`src/rtl/lcd_bus_driver.sv`:
```
// HD44780 8-bit parallel bus driver: power-up init sequence, E-strobe timing,
// and a one-entry request slot fed by synchronized wr (data) / dr (command) edges.
module lcd_bus_driver #(
  parameter int unsigned T_PWRUP_CYC    = 300000,
  parameter int unsigned T_SETUP_CYC    = 2,
  parameter int unsigned T_EPW_CYC      = 10,
  parameter int unsigned T_HOLD_CYC     = 2,
  parameter int unsigned T_CMD_CYC      = 800,
  parameter int unsigned T_CLR_CYC      = 33000,
  parameter int unsigned T_INIT_GAP_CYC = 82000
) (
  input  logic       clk_20m,
  input  logic       rst,
  input  logic       wr,
  input  logic       dr,
  input  logic [7:0] db,
  input  logic [7:0] direc,
  output logic       lcd_rs,
  output logic       lcd_rw,
  output logic       lcd_e,
  output logic [7:0] lcd_data,
  output logic       ready,
  output logic       init_done,
  output logic       err_drop,
  output logic [2:0] dbg_state
);

  localparam int CNT_W = 20;

  typedef enum logic [2:0] {
    PWR_WAIT = 3'd0,
    LOAD     = 3'd1,
    SETUP    = 3'd2,
    EHI      = 3'd3,
    HOLD     = 3'd4,
    WAIT     = 3'd5,
    IDLE     = 3'd6
  } state_e;

  state_e           state_q, state_d;
  logic [CNT_W-1:0] cnt_q, cnt_d, cnt_lim;
  logic             cnt_done;
  logic [2:0]       init_idx_q, init_idx_d;
  logic             init_done_q, init_done_d;
  logic             err_drop_q, err_drop_d;
  logic             slot_full_q, slot_full_d;
  logic             slot_rs_q, slot_rs_d;
  logic [7:0]       slot_byte_q, slot_byte_d;
  logic             lcd_rs_q, lcd_rs_d;
  logic [7:0]       lcd_data_q, lcd_data_d;
  logic             lcd_e_q, lcd_e_d;
  logic             wr_s1_q, wr_s2_q, wr_s3_q;
  logic             dr_s1_q, dr_s2_q, dr_s3_q;
  logic             wr_req, dr_req;

  function automatic logic [7:0] init_rom(input logic [2:0] idx);
    case (idx)
      3'd0, 3'd1, 3'd2: init_rom = 8'h38;
      3'd3:             init_rom = 8'h0C;
      3'd4:             init_rom = 8'h06;
      default:          init_rom = 8'h01;
    endcase
  endfunction

  assign wr_req = wr_s2_q & ~wr_s3_q;
  assign dr_req = dr_s2_q & ~dr_s3_q;

  // Per-state terminal count; the WAIT length depends on the byte just written.
  always_comb begin
    cnt_lim = CNT_W'(1);
    case (state_q)
      PWR_WAIT: cnt_lim = CNT_W'(T_PWRUP_CYC);
      SETUP:    cnt_lim = CNT_W'(T_SETUP_CYC);
      EHI:      cnt_lim = CNT_W'(T_EPW_CYC);
      HOLD:     cnt_lim = CNT_W'(T_HOLD_CYC);
      WAIT: begin
        if (!init_done_q && (init_idx_q < 3'd3))
          cnt_lim = CNT_W'(T_INIT_GAP_CYC);
        else if (!lcd_rs_q && (lcd_data_q[7:1] == 7'd0))
          cnt_lim = CNT_W'(T_CLR_CYC);
        else
          cnt_lim = CNT_W'(T_CMD_CYC);
      end
      default:  cnt_lim = CNT_W'(1);
    endcase
  end

  assign cnt_done = (cnt_q == (cnt_lim - CNT_W'(1)));

  // Slot: LOAD frees it first, then command is offered before data.
  always_comb begin
    slot_full_d = slot_full_q;
    slot_rs_d   = slot_rs_q;
    slot_byte_d = slot_byte_q;
    err_drop_d  = err_drop_q;
    if ((state_q == LOAD) && init_done_q) slot_full_d = 1'b0;
    if (dr_req) begin
      if (slot_full_d) begin
        err_drop_d = 1'b1;
      end else begin
        slot_full_d = 1'b1;
        slot_rs_d   = 1'b0;
        slot_byte_d = direc;
      end
    end
    if (wr_req) begin
      if (slot_full_d) begin
        err_drop_d = 1'b1;
      end else begin
        slot_full_d = 1'b1;
        slot_rs_d   = 1'b1;
        slot_byte_d = db;
      end
    end
  end

  always_comb begin
    state_d     = state_q;
    init_idx_d  = init_idx_q;
    init_done_d = init_done_q;
    lcd_rs_d    = lcd_rs_q;
    lcd_data_d  = lcd_data_q;
    case (state_q)
      PWR_WAIT: if (cnt_done) begin
        state_d    = LOAD;
        init_idx_d = 3'd0;
      end
      LOAD: begin
        if (!init_done_q) begin
          lcd_rs_d   = 1'b0;
          lcd_data_d = init_rom(init_idx_q);
        end else begin
          lcd_rs_d   = slot_rs_q;
          lcd_data_d = slot_byte_q;
        end
        state_d = SETUP;
      end
      SETUP: if (cnt_done) state_d = EHI;
      EHI:   if (cnt_done) state_d = HOLD;
      HOLD:  if (cnt_done) state_d = WAIT;
      WAIT: if (cnt_done) begin
        if (init_done_q) begin
          state_d = IDLE;
        end else if (init_idx_q == 3'd5) begin
          init_done_d = 1'b1;
          state_d     = IDLE;
        end else begin
          init_idx_d = init_idx_q + 3'd1;
          state_d    = LOAD;
        end
      end
      IDLE:    if (slot_full_d) state_d = LOAD;
      default: state_d = PWR_WAIT;
    endcase
    lcd_e_d = (state_d == EHI);
    cnt_d   = (state_d != state_q) ? '0 : (cnt_done ? cnt_q : cnt_q + CNT_W'(1));
  end

  always_ff @(posedge clk_20m) begin
    if (rst) begin
      state_q     <= PWR_WAIT;
      cnt_q       <= '0;
      init_idx_q  <= 3'd0;
      init_done_q <= 1'b0;
      err_drop_q  <= 1'b0;
      slot_full_q <= 1'b0;
      slot_rs_q   <= 1'b0;
      slot_byte_q <= 8'h00;
      lcd_rs_q    <= 1'b0;
      lcd_data_q  <= 8'h00;
      lcd_e_q     <= 1'b0;
      wr_s1_q     <= 1'b0;
      wr_s2_q     <= 1'b0;
      wr_s3_q     <= 1'b0;
      dr_s1_q     <= 1'b0;
      dr_s2_q     <= 1'b0;
      dr_s3_q     <= 1'b0;
    end else begin
      state_q     <= state_d;
      cnt_q       <= cnt_d;
      init_idx_q  <= init_idx_d;
      init_done_q <= init_done_d;
      err_drop_q  <= err_drop_d;
      slot_full_q <= slot_full_d;
      slot_rs_q   <= slot_rs_d;
      slot_byte_q <= slot_byte_d;
      lcd_rs_q    <= lcd_rs_d;
      lcd_data_q  <= lcd_data_d;
      lcd_e_q     <= lcd_e_d;
      wr_s1_q     <= wr;
      wr_s2_q     <= wr_s1_q;
      wr_s3_q     <= wr_s2_q;
      dr_s1_q     <= dr;
      dr_s2_q     <= dr_s1_q;
      dr_s3_q     <= dr_s2_q;
    end
  end

  assign lcd_rs    = lcd_rs_q;
  assign lcd_rw    = 1'b0;
  assign lcd_e     = lcd_e_q;
  assign lcd_data  = lcd_data_q;
  assign init_done = init_done_q;
  assign err_drop  = err_drop_q;
  assign ready     = init_done_q & (state_q == IDLE) & ~slot_full_q;
  assign dbg_state = state_q;

endmodule
```
`config.mk`:
```
export PLATFORM = sky130hd
export DESIGN_NAME = lcd_bus_driver
export DESIGN_NICKNAME = d
export VERILOG_FILES = /design/src/rtl/lcd_bus_driver.sv
export SDC_FILE = /design/constraint.sdc
export NUM_CORES = 1
export LEC_CHECK = 0
export ABC_AREA = 1
export CORE_MARGIN = 2
export CORE_UTILIZATION = 51
export DETAILED_ROUTE_END_ITERATION = 12
export PLACE_DENSITY = 0.77
export REMOVE_ABC_BUFFERS = 1
export SLEW_MARGIN = 20
export SYNTH_ARGS = -nofsm -noshare
export SYNTH_HDL_FRONTEND = slang
export SYNTH_SLANG_ARGS = --single-unit
```
`constraint.sdc`:
```
create_clock -name clk_20m -period 2.6 [get_ports clk_20m]
set_input_delay 0.26 -clock clk_20m [delete_from_list [all_inputs] [get_ports clk_20m]]
set_output_delay 0.26 -clock clk_20m [all_outputs]
set_load 0.005 [all_outputs]
```
==> results of run 1 <==
[logic make-up (layout without fill, tap and decap cells)]
logic type / count (synthesis) / in the layout / synth area share
adder cells (fa/ha/maj): 7 / 7 / 0.0276
buffers and inverters: 81 / 171 / 0.111
other: 1 / 1 / 0.00118
AND/OR/NAND/NOR: 223 / 223 / 0.350
AO/OA/AOI/OAI: 57 / 57 / 0.106
XOR/XNOR: 23 / 23 / 0.0635
flip-flops: 54 / 54 / 0.341
[layout make-up]
class	count	area share
clock buffers	5	0.0160
well taps	75	0.0218
multi-input cells	311	0.443
inverters	71	0.0630
clock inverters	2	0.00348
flip-flops and latches	54	0.253
repair buffers	93	0.200
[power breakdown]
group | switching (W) | internal (W)
sequential | 0.0000122 | 0.000846
combinational | 0.0000654 | 0.0000646
clock | 0.000284 | 0.000185
total | 0.000362 | 0.00110
[worst max-delay path, cell delays in order (launching register included)]
cell and delay, ns:
dfxtp_2 0.42, nand3_4 0.13, nor2_4 0.15, a21oi_2 0.08, ha_4 0.17, buf_6 0.11
nand3_4 0.09, nand2_1 0.10, xor2_1 0.17, nor3_2 0.14, buf_4 0.16, nand3_4 0.11
a21oi_2 0.19, nand2_1 0.10, nand2_1 0.09, nand2_2 0.07, nor2_4 0.12, nand2_4 0.10
clkbuf_16 0.18, nor2_2 0.10
[flip-flops by register name (all words and copies together), names as in the netlist, named ones only]
signal / count
wr_s1_q: 1
cnt_q: 20
lcd_e: 1
dr_s1_q: 1
dbg_state: 3
dr_s3_q: 1
wr_s2_q: 1
slot_full_q: 1
wr_s3_q: 1
init_done: 1
init_idx_q: 3
err_drop: 1
lcd_rs: 1
slot_byte_q: 8
dr_s2_q: 1
lcd_data: 8
[metal layers]
metal	share of wire	vias up	routed length, um	global-route usage
met5	0	-	0	0
met4	0.025	0	196	0.0596
met3	0.041	21	317	0.0298
met2	0.48	92	3760	0.379
met1	0.45	1416	3530	0.266
li1	-	1571	-	-
[through the flow]
step / setup slack [ns] / instance area [um^2] / total power [W] / TNS (ns)
after global routing: -0.405 / 4310 / 0.00151 / -7.86
final: -0.244 / 4310 / 0.00146 / -4.28
after detailed placement: -0.256 / 3900 / 0.000989 / -3.41
after CTS: -0.116 / 4050 / 0.00144 / -2.00
after global placement: -0.154 / 3900 / 0.000985 / -1.52
after floorplan: -0.345 / 3090 / 0.000935 / -6.89
[cell usage in the layout, fill, tap and decap left out, drive strengths merged, types with 4 or more instances in the layout]
cell type        n
buf             56
o21ai           20
a21oi           22
ha               7
clkdlybuf4s50   35
nor3             8
a211oi           4
clkbuf           7
inv             69
nand4            6
a31oi            8
nor2            63
dfxtp           54
xor2            20
nand2          120
nand3           22
[path summary, 6_finish.rpt]
kind	from	endpoint	slack, ns	depth (start not counted)
hold / removal	wr_s1_q$_SDFF_PP0_	wr_s2_q$_SDFF_PP0_	0.41	2
setup / recovery	dbg_state[2]$_SDFF_PP0_	cnt_q[15]$_SDFFE_PP0N_	-0.24	19
hold reg to reg	wr_s1_q$_SDFF_PP0_	wr_s2_q$_SDFF_PP0_	0.41	2
setup reg to reg	dbg_state[2]$_SDFF_PP0_	cnt_q[15]$_SDFFE_PP0N_	-0.24	19
[repair_timing]
| action | 4_1_cts | 5_1_grt |
|---|---|---|
| setup endpoints to repair | 23 | 28 |
| cloned | 0 | 3 |
| buffers inserted | 4 | 7 |
| gates resized for setup | 15 | 36 |
| pin swaps | 5 | 27 |
==> impl_results.md, run 1 <==
* Critical Path AT at 3.10 ns
* DIE HEIGHT at 82.9 um
* Clk slew on worst S/H paths at 0.10 ns
* Area of the multi-input gates at 1910 um^2
* Bufs on Longest Clock Path at 2
* Req. time, crit path at 2.85 ns
* Grt total ovfl at 0
* Syn. warnings at 0
* Critical Path Source Type: register
* Share of layout cells above drive strength 1 at 0.289
* Outcome: finished with violations
* Effective utilization at floorplan at 0.533
* CP Class: reg2reg
* Vias at 3100
* Synth top area share at 0.341
* Slew margin rel. at 0.597
* Total track usage at 0.212
* I/O pin count at 37
* Unrepaired setup endpoints after global routing: true
* Final setup viols at 23
* Clock skew at 0.0148 ns
* Post-Syn Area at 3170 um^2
* Filler cells at 431
* Top cells by area, synth: dfxtp_1 (34%), nand2_1 (13%), inv_1 (7.4%)
* Cells after DPL at 591
* Hold WS at 0.412 ns
* Initial antenna violation count at 0
* Detailed Routing Iterations Pass 1 at 5
* FF+latch area at 1090 um^2
* Hold buffer count at CTS at 0
* Clock latency at the later pin of the worst-skew pair at 0.32 ns
* Routed WL at 7810 um
* Final net count at 563
* Max Transition Viols Final at 0
* First-iteration detailed-routing DRC count at 238
* Non-filler cells, final at 611
* Avg Inst Size Synth at 7.12 um^2
* DRC errors left at 0
* Worst min path class: reg2reg
* Most frequent cell after synthesis: nand2_1
* Final HPWL DP at 5350 um
* Max Clock Freq at 0.352 GHz
* CTS root buffer: clkbuf_8
* Seq/Total Area, Yosys at 0.341
* Die area at 6870 um^2
* Row count at 28
* Final hold violation count at 0
* TritonCTS clock tree: built
* Worst IR Drop VDD at 0.273 mV
* Fin worst setup slack at -0.244 ns
* Sink Count at 54
* ANT nets after route at 0
* Htree depth at 2
* Wire length per cell at 12.8 um
* Static leakage at 1.80 nW
* Pwr/cell area at 338 nW/um^2
* Final worst-path cycle share at 1.09
* Cell taking the most area after synthesis: dfxtp_1
* EDFF count, synth at 0
* Top FF cell, synth: dfxtp_1
* Worst Path Max Fanout at 7
* Pin count of the biggest net entering global routing at 22
* Yosys cell types at 38
* Via density at 5.07
* Final min period at 2.84 ns
* Core area at 5960 um^2
* Layout Utilization at 0.724
* Die width at 82.9 um
* Vias in the first global route at 2912
* #FFs+latches synth at 54
* Synthesized instance count at 446
* Port bufs at 35
* Worst-margin pin slew at 0.599 ns
* Final RePlAce weighted congestion at 0.927
* Synth async-reset ratio at 0
* Maxcap violations at 0
* CP endpoint kind: register
* First-pass GRT wire length at 12400 um
* Cts bufs inserted at 5
* P&R area growth vs syn at 35.8%
* N_diodes at 0
* Post-synth top cells: nand2_1 (111), inv_1 (63), dfxtp_1 (54)
* Failing checks: negative setup slack
No activity file was read; power rests on OpenSTA's default activity.
==> run 2: changes to the inputs <==
HOLD_SLACK_MARGIN = 0.06   (was unset)
MAX_ROUTING_LAYER = met4   (was unset)
==> impl_results.md, run 2 (synthesis results as in run 1) <==
* Routed WL at 8360 um
* Worst min path class: reg2reg
* WHS Endpoint: wr_s2_q$_SDFF_PP0_
* Unrepaired setup endpoints after global routing: true
* DRC errors left at 0
* Pin count of the biggest net entering global routing at 22
* Final RePlAce weighted congestion at 0.928
* Worst IR Drop VDD at 0.259 mV
* Hold Path Cell Cnt at 2
* Share of layout cells above drive strength 1 at 0.288
* Clock latency at the later pin of the worst-skew pair at 0.31 ns
* P&R area growth vs syn at 35.2%
* Worst Path Max Fanout at 5
* Static leakage at 1.81 nW
* Row count at 28
* Most frequent cells in the layout: nand2_1 (105), inv_1 (60), buf_4 (52), dfxtp_1 (45), clkdlybuf4s50_1 (35)
* Slew margin rel. at 0.608
* Max Clock Freq at 0.344 GHz
* N_diodes at 0
* Final worst-path cycle share at 1.12
* ANT nets after route at 0
* Via density at 5.17
* Port bufs at 35
* DIE HEIGHT at 82.9 um
* Failing checks: negative setup slack
* CP endpoint kind: register
* Final HPWL DP at 5510 um
* Critical R2R Capture: cnt_q[16]$_SDFFE_PP0N_
* Clk slew on worst S/H paths at 0.10 ns
* Bufs on Longest Clock Path at 2
* Max reg flops at 20
* Sink Count at 54
* Non-filler cells, final at 613
* Reg with most FFs: cnt_q
* TritonCTS clock tree: built
* Initial antenna violation count at 0
* Critical Path AT at 3.11 ns
* First-iteration detailed-routing DRC count at 323
* Cts bufs inserted at 5
* Die width at 82.9 um
* Max Transition Viols Final at 0
* Effective utilization at floorplan at 0.533
* Worst R2R Path Depth at 22
* Power, Total at 0.00148 W
* Final setup viols at 24
* Leading cell type in the layout, fill and taps excluded: nand2_1
* Core area at 5960 um^2
* Layout Utilization at 0.721
* Reg2reg setup slack at -0.30 ns
* Final min period at 2.90 ns
* Cells after DPL at 591
* Die area at 6870 um^2
* Hold Crit Start: wr_s1_q$_SDFF_PP0_
* Pwr/cell area at 345 nW/um^2
* CP Class: reg2reg
* Detailed Routing Iterations Pass 1 at 5
* Wire length per cell at 13.6 um
* Vias in the first global route at 2941
* Grt total ovfl at 0
* First-pass GRT wire length at 12900 um
* Req. time, crit path at 2.80 ns
* Vias at 3167
* Fin worst setup slack at -0.304 ns
* Final net count at 564
* Worst-margin pin slew at 0.582 ns
* Outcome: finished with violations
* I/O pin count at 37
* Origin of the critical flop-to-flop path: init_done$_SDFFE_PP0P_
* CTS root buffer: clkbuf_8
* Critical Path Source Type: register
* Clock skew at 0.00805 ns
* Htree depth at 2
* Total track usage at 0.226
* Maxcap violations at 0
* Final hold violation count at 0
* Hold buffer count at CTS at 0
==> run 2: cell count changes in the layout (fill, tap and decap cells not counted), sizes merged <==
cell and delta:
clkinv +1, clkbuf +1, buf +1, clkinvlp -1
==> run 2: repair_timing <==
action                     4_1_cts  5_1_grt
gates resized for setup         17       31
setup endpoints to repair       23       25
pin swaps                        3       19
buffers inserted                 3        8
gates cloned                     0        3
==> run 2: per-stage QoR <==
stage               setup WS [ns]  TNS, ns  hold slack (ns)  area [um^2]
floorplan                  -0.345    -6.89            0.329         3090
global placement           -0.167    -1.36            0.393         3900
detailed placement         -0.230    -3.89            0.400         3900
CTS                       -0.0663    -1.11            0.416         4060
global route               -0.490   -10.87            0.453         4290
finish                     -0.304    -6.36            0.412         4290
==> run 2: report_power, final <==
group,switching [W],total (W),internal (W)
sequential,0.0000125,0.000856,0.000844
clock,0.000278,0.000493,0.000215
combinational,0.0000653,0.000131,0.0000653
total,0.000356,0.00148,0.00112
==> run 2: per-layer routing <==
metal  global-route usage  wire [um]  vias up
met5                    -          0        -
met2                0.386       4240      101
li1                     -          -     1571
met1                0.274       3600     1474
met4               0.0730        159        0
met3               0.0328        359       21
==> run 2: final cells by class <==
type                       count  area [um^2]
timing repair buffer          94          865
sequential                    54         1100
multi-input combinational    311         1870
inverter                      71          272
clock buffer                   6         82.6
tap                           75         93.8
clock inverter                 2         12.5
fill                         453         1660
==> run 2: worst max-delay path, cell delays in order, from the launching register on <==
cell	delay, ns
dfxtp_2	0.34
nor2_1	0.10
nand2_1	0.09
inv_2	0.09
nor2_4	0.05
a21oi_2	0.18
ha_4	0.19
xor2_2	0.17
nand2_1	0.09
nand2_1	0.11
inv_1	0.07
nor2_2	0.09
nand3_2	0.08
nor2_4	0.15
buf_6	0.11
nand4_1	0.13
buf_4	0.18
buf_4	0.12
nand2_2	0.07
nor2_4	0.04
nand2_4	0.13
clkbuf_16	0.17
nor2_2	0.03
==> run 2: how the worst max path moves through the flow <==
| stage | start | endpoint | slack, ns | cells after the start |
|---|---|---|---|---|
| global placement | dbg_state[1]$_SDFF_PP0_ | cnt_q[17]$_SDFFE_PP0N_ | -0.17 | 19 |
| detailed placement | dbg_state[2]$_SDFF_PP0_ | cnt_q[17]$_SDFFE_PP0N_ | -0.23 | 18 |
| global route | init_done$_SDFFE_PP0P_ | cnt_q[17]$_SDFFE_PP0N_ | -0.49 | 24 |
| floorplan | dbg_state[0]$_SDFF_PP0_ | cnt_q[0]$_SDFFE_PP0N_ | -0.35 | 21 |
| CTS | init_done$_SDFFE_PP0P_ | cnt_q[10]$_SDFFE_PP0N_ | -0.07 | 23 |
| finish | init_done$_SDFFE_PP0P_ | cnt_q[16]$_SDFFE_PP0N_ | -0.30 | 22 |
==> run 3: changes to the inputs <==
CORE_ASPECT_RATIO = 0.8   (was unset)
==> impl_results.md, run 3 (synthesis results as in run 1) <==
* Critical R2R Capture: cnt_q[18]$_SDFFE_PP0N_
* Critical Path Source Type: register
* Port bufs at 35
* Origin of the critical flop-to-flop path: init_idx_q[2]$_SDFFE_PP0P_
* ANT nets after route at 0
* Final setup viols at 23
* I/O pin count at 37
* Clock latency at the later pin of the worst-skew pair at 0.32 ns
* Pin count of the biggest net entering global routing at 22
* Final HPWL DP at 5550 um
* Clock skew at 0.0106 ns
* WP buf/inv at 4
* Slew margin rel. at 0.573
* Slowest stage cell, crit path: dfxtp_2
* Unrepaired setup endpoints after global routing: true
* Effective utilization at floorplan at 0.531
* TritonCTS clock tree: built
* Total track usage at 0.231
* First-pass GRT wire length at 12200 um
* Share of layout cells above drive strength 1 at 0.268
* Max Clock Freq at 0.346 GHz
* WP depth at 19
* Reg2reg setup slack at -0.29 ns
* Outcome: finished with violations
* Initial antenna violation count at 0
* Grt total ovfl at 0
* Met2 WL post-DR at 3930 um
* Delay-heaviest family, CP: simple AND/OR/NAND/NOR gates
* Pwr/cell area at 367 nW/um^2
* Final net count at 560
* Worst IR Drop VDD at 0.324 mV
* CTS root buffer: clkbuf_8
* Die area at 6880 um^2
* CP Class: reg2reg
* Max reg flops at 20
* Req. time, crit path at 2.82 ns
* Max Transition Viols Final at 0
* Detailed Routing Iterations Pass 1 at 8
* DRC errors left at 0
* Setup TNS at -3.46 ns
* N_diodes at 0
* Row count at 25
* Final RePlAce weighted congestion at 0.931
* First-iteration detailed-routing DRC count at 268
* Reg with most FFs: cnt_q
* Top Metal Used: met4
* Wire length per cell at 13.4 um
* Core area at 5970 um^2
* Critical Path AT at 3.11 ns
* Final Cell Area at 4270 um^2
* Htree depth at 2
* CP endpoint kind: register
* Worst min path class: reg2reg
* Critical Path Source: init_idx_q[2]$_SDFFE_PP0P_
* Final hold violation count at 0
* Most frequent cells in the layout: nand2_1 (109), inv_1 (60), buf_4 (49), dfxtp_1 (48), clkdlybuf4s50_1 (35)
* P&R area growth vs syn at 34.6%
* DIE HEIGHT at 74.6 um
* Static leakage at 1.76 nW
* Worst R2R Path Depth at 19
* Clk slew on worst S/H paths at 0.10 ns
* Critical path cell sequence: nor2_2 -> nand2_1 -> inv_2 -> nor2_4 -> a21oi_2 -> ha_4 -> nand3_4 -> nand2_1 -> xor2_1 -> nor3_2 -> buf_4 -> nand3_4 -> buf_2 -> buf_4 -> nand2_1 -> nor3_2 -> nand4_1 -> nand2_1 -> nor2_4
* Via density at 5.16
* Routed WL at 8270 um
* WL met1 at 3730 um
* Vias in the first global route at 2687
* Sink Count at 54
* Final worst-path cycle share at 1.11
* CP Capture Point: cnt_q[18]$_SDFFE_PP0N_
* Fin worst setup slack at -0.288 ns
* Vias at 3171
* Largest stage delay on the critical path at 0.34 ns
* CP most frequent cell: nand2_1
* Leading cell type in the layout, fill and taps excluded: nand2_1
* Bufs on Longest Clock Path at 2
* Worst Path Max Fanout at 6
* Cts bufs inserted at 5
* DP Area at 3900 um^2
* Layout Utilization at 0.715
* Final min period at 2.89 ns
* Die width at 92.2 um
* Maxcap violations at 0
* Worst-margin pin slew at 0.635 ns
* Met3 WL at 463 um
* Failing checks: negative setup slack
run 3: worst min-delay path by stage:
stage                             startpoint  depth (start not counted)  slack [ns]                 endpoint
after floorplan                          rst                          1        0.33  dbg_state[0]$_SDFF_PP0_
after global placement    dr_s1_q$_SDFF_PP0_                          2        0.40       dr_s2_q$_SDFF_PP0_
after detailed placement  dr_s1_q$_SDFF_PP0_                          2        0.40       dr_s2_q$_SDFF_PP0_
after CTS                 dr_s1_q$_SDFF_PP0_                          2        0.41       dr_s2_q$_SDFF_PP0_
after global routing      dr_s1_q$_SDFF_PP0_                          2        0.46       dr_s2_q$_SDFF_PP0_
final                     dr_s1_q$_SDFF_PP0_                          2        0.41       dr_s2_q$_SDFF_PP0_
run 3: routing by layer:
| layer | GRT usage | up-vias |
|---|---|---|
| met3 | 0.0344 | 16 |
| li1 | - | 1569 |
| met1 | 0.304 | 1456 |
| met4 | 0.0846 | 0 |
| met2 | 0.367 | 130 |
| met5 | - | - |
run 3: layout make-up:
| type | instances | area, um^2 |
|---|---|---|
| clock inverters | 2 | 37.5 |
| clock buffers | 6 | 72.6 |
| repair buffers | 90 | 816 |
| flip-flops and latches | 54 | 1090 |
| fillers | 468 | 1700 |
| multi-input cells | 311 | 1880 |
| inverters | 71 | 272 |
| well taps | 81 | 101 |
run 3: stage by stage:
| stage | hold slack [ns] | setup slack (ns) | instances | power [W] |
|---|---|---|---|---|
| after floorplan | 0.329 | -0.345 | 436 | 0.000935 |
| after global placement | 0.398 | -0.0593 | 598 | 0.000985 |
| after detailed placement | 0.397 | -0.166 | 598 | 0.000990 |
| after CTS | 0.413 | -0.134 | 607 | 0.00155 |
| after global routing | 0.458 | -0.413 | 615 | 0.00162 |
| final | 0.411 | -0.288 | 615 | 0.00157 |
run 3: where the power goes:
part	leakage, nW	internal (W)	total (W)	switching (W)
clock network	0.0514	0.000288	0.000575	0.000287
logic	1.26	0.0000645	0.000132	0.0000679
registers	0.441	0.000846	0.000859	0.0000128
run 3: what timing repair did:
| item | CTS | global route |
|---|---|---|
| hold buffers | 0 | 0 |
| endpoints found under the setup margin | 23 | 26 |
| cloned | 0 | 3 |
| pin swaps | 5 | 14 |
| setup buffers | 1 | 5 |
| gates resized for setup | 10 | 34 |
run 3: tightest hold or removal path, stage by stage (launching register included):
cell	delay, ns
dfxtp_1	0.31
inv_1	0.04
nor2_1	0.03
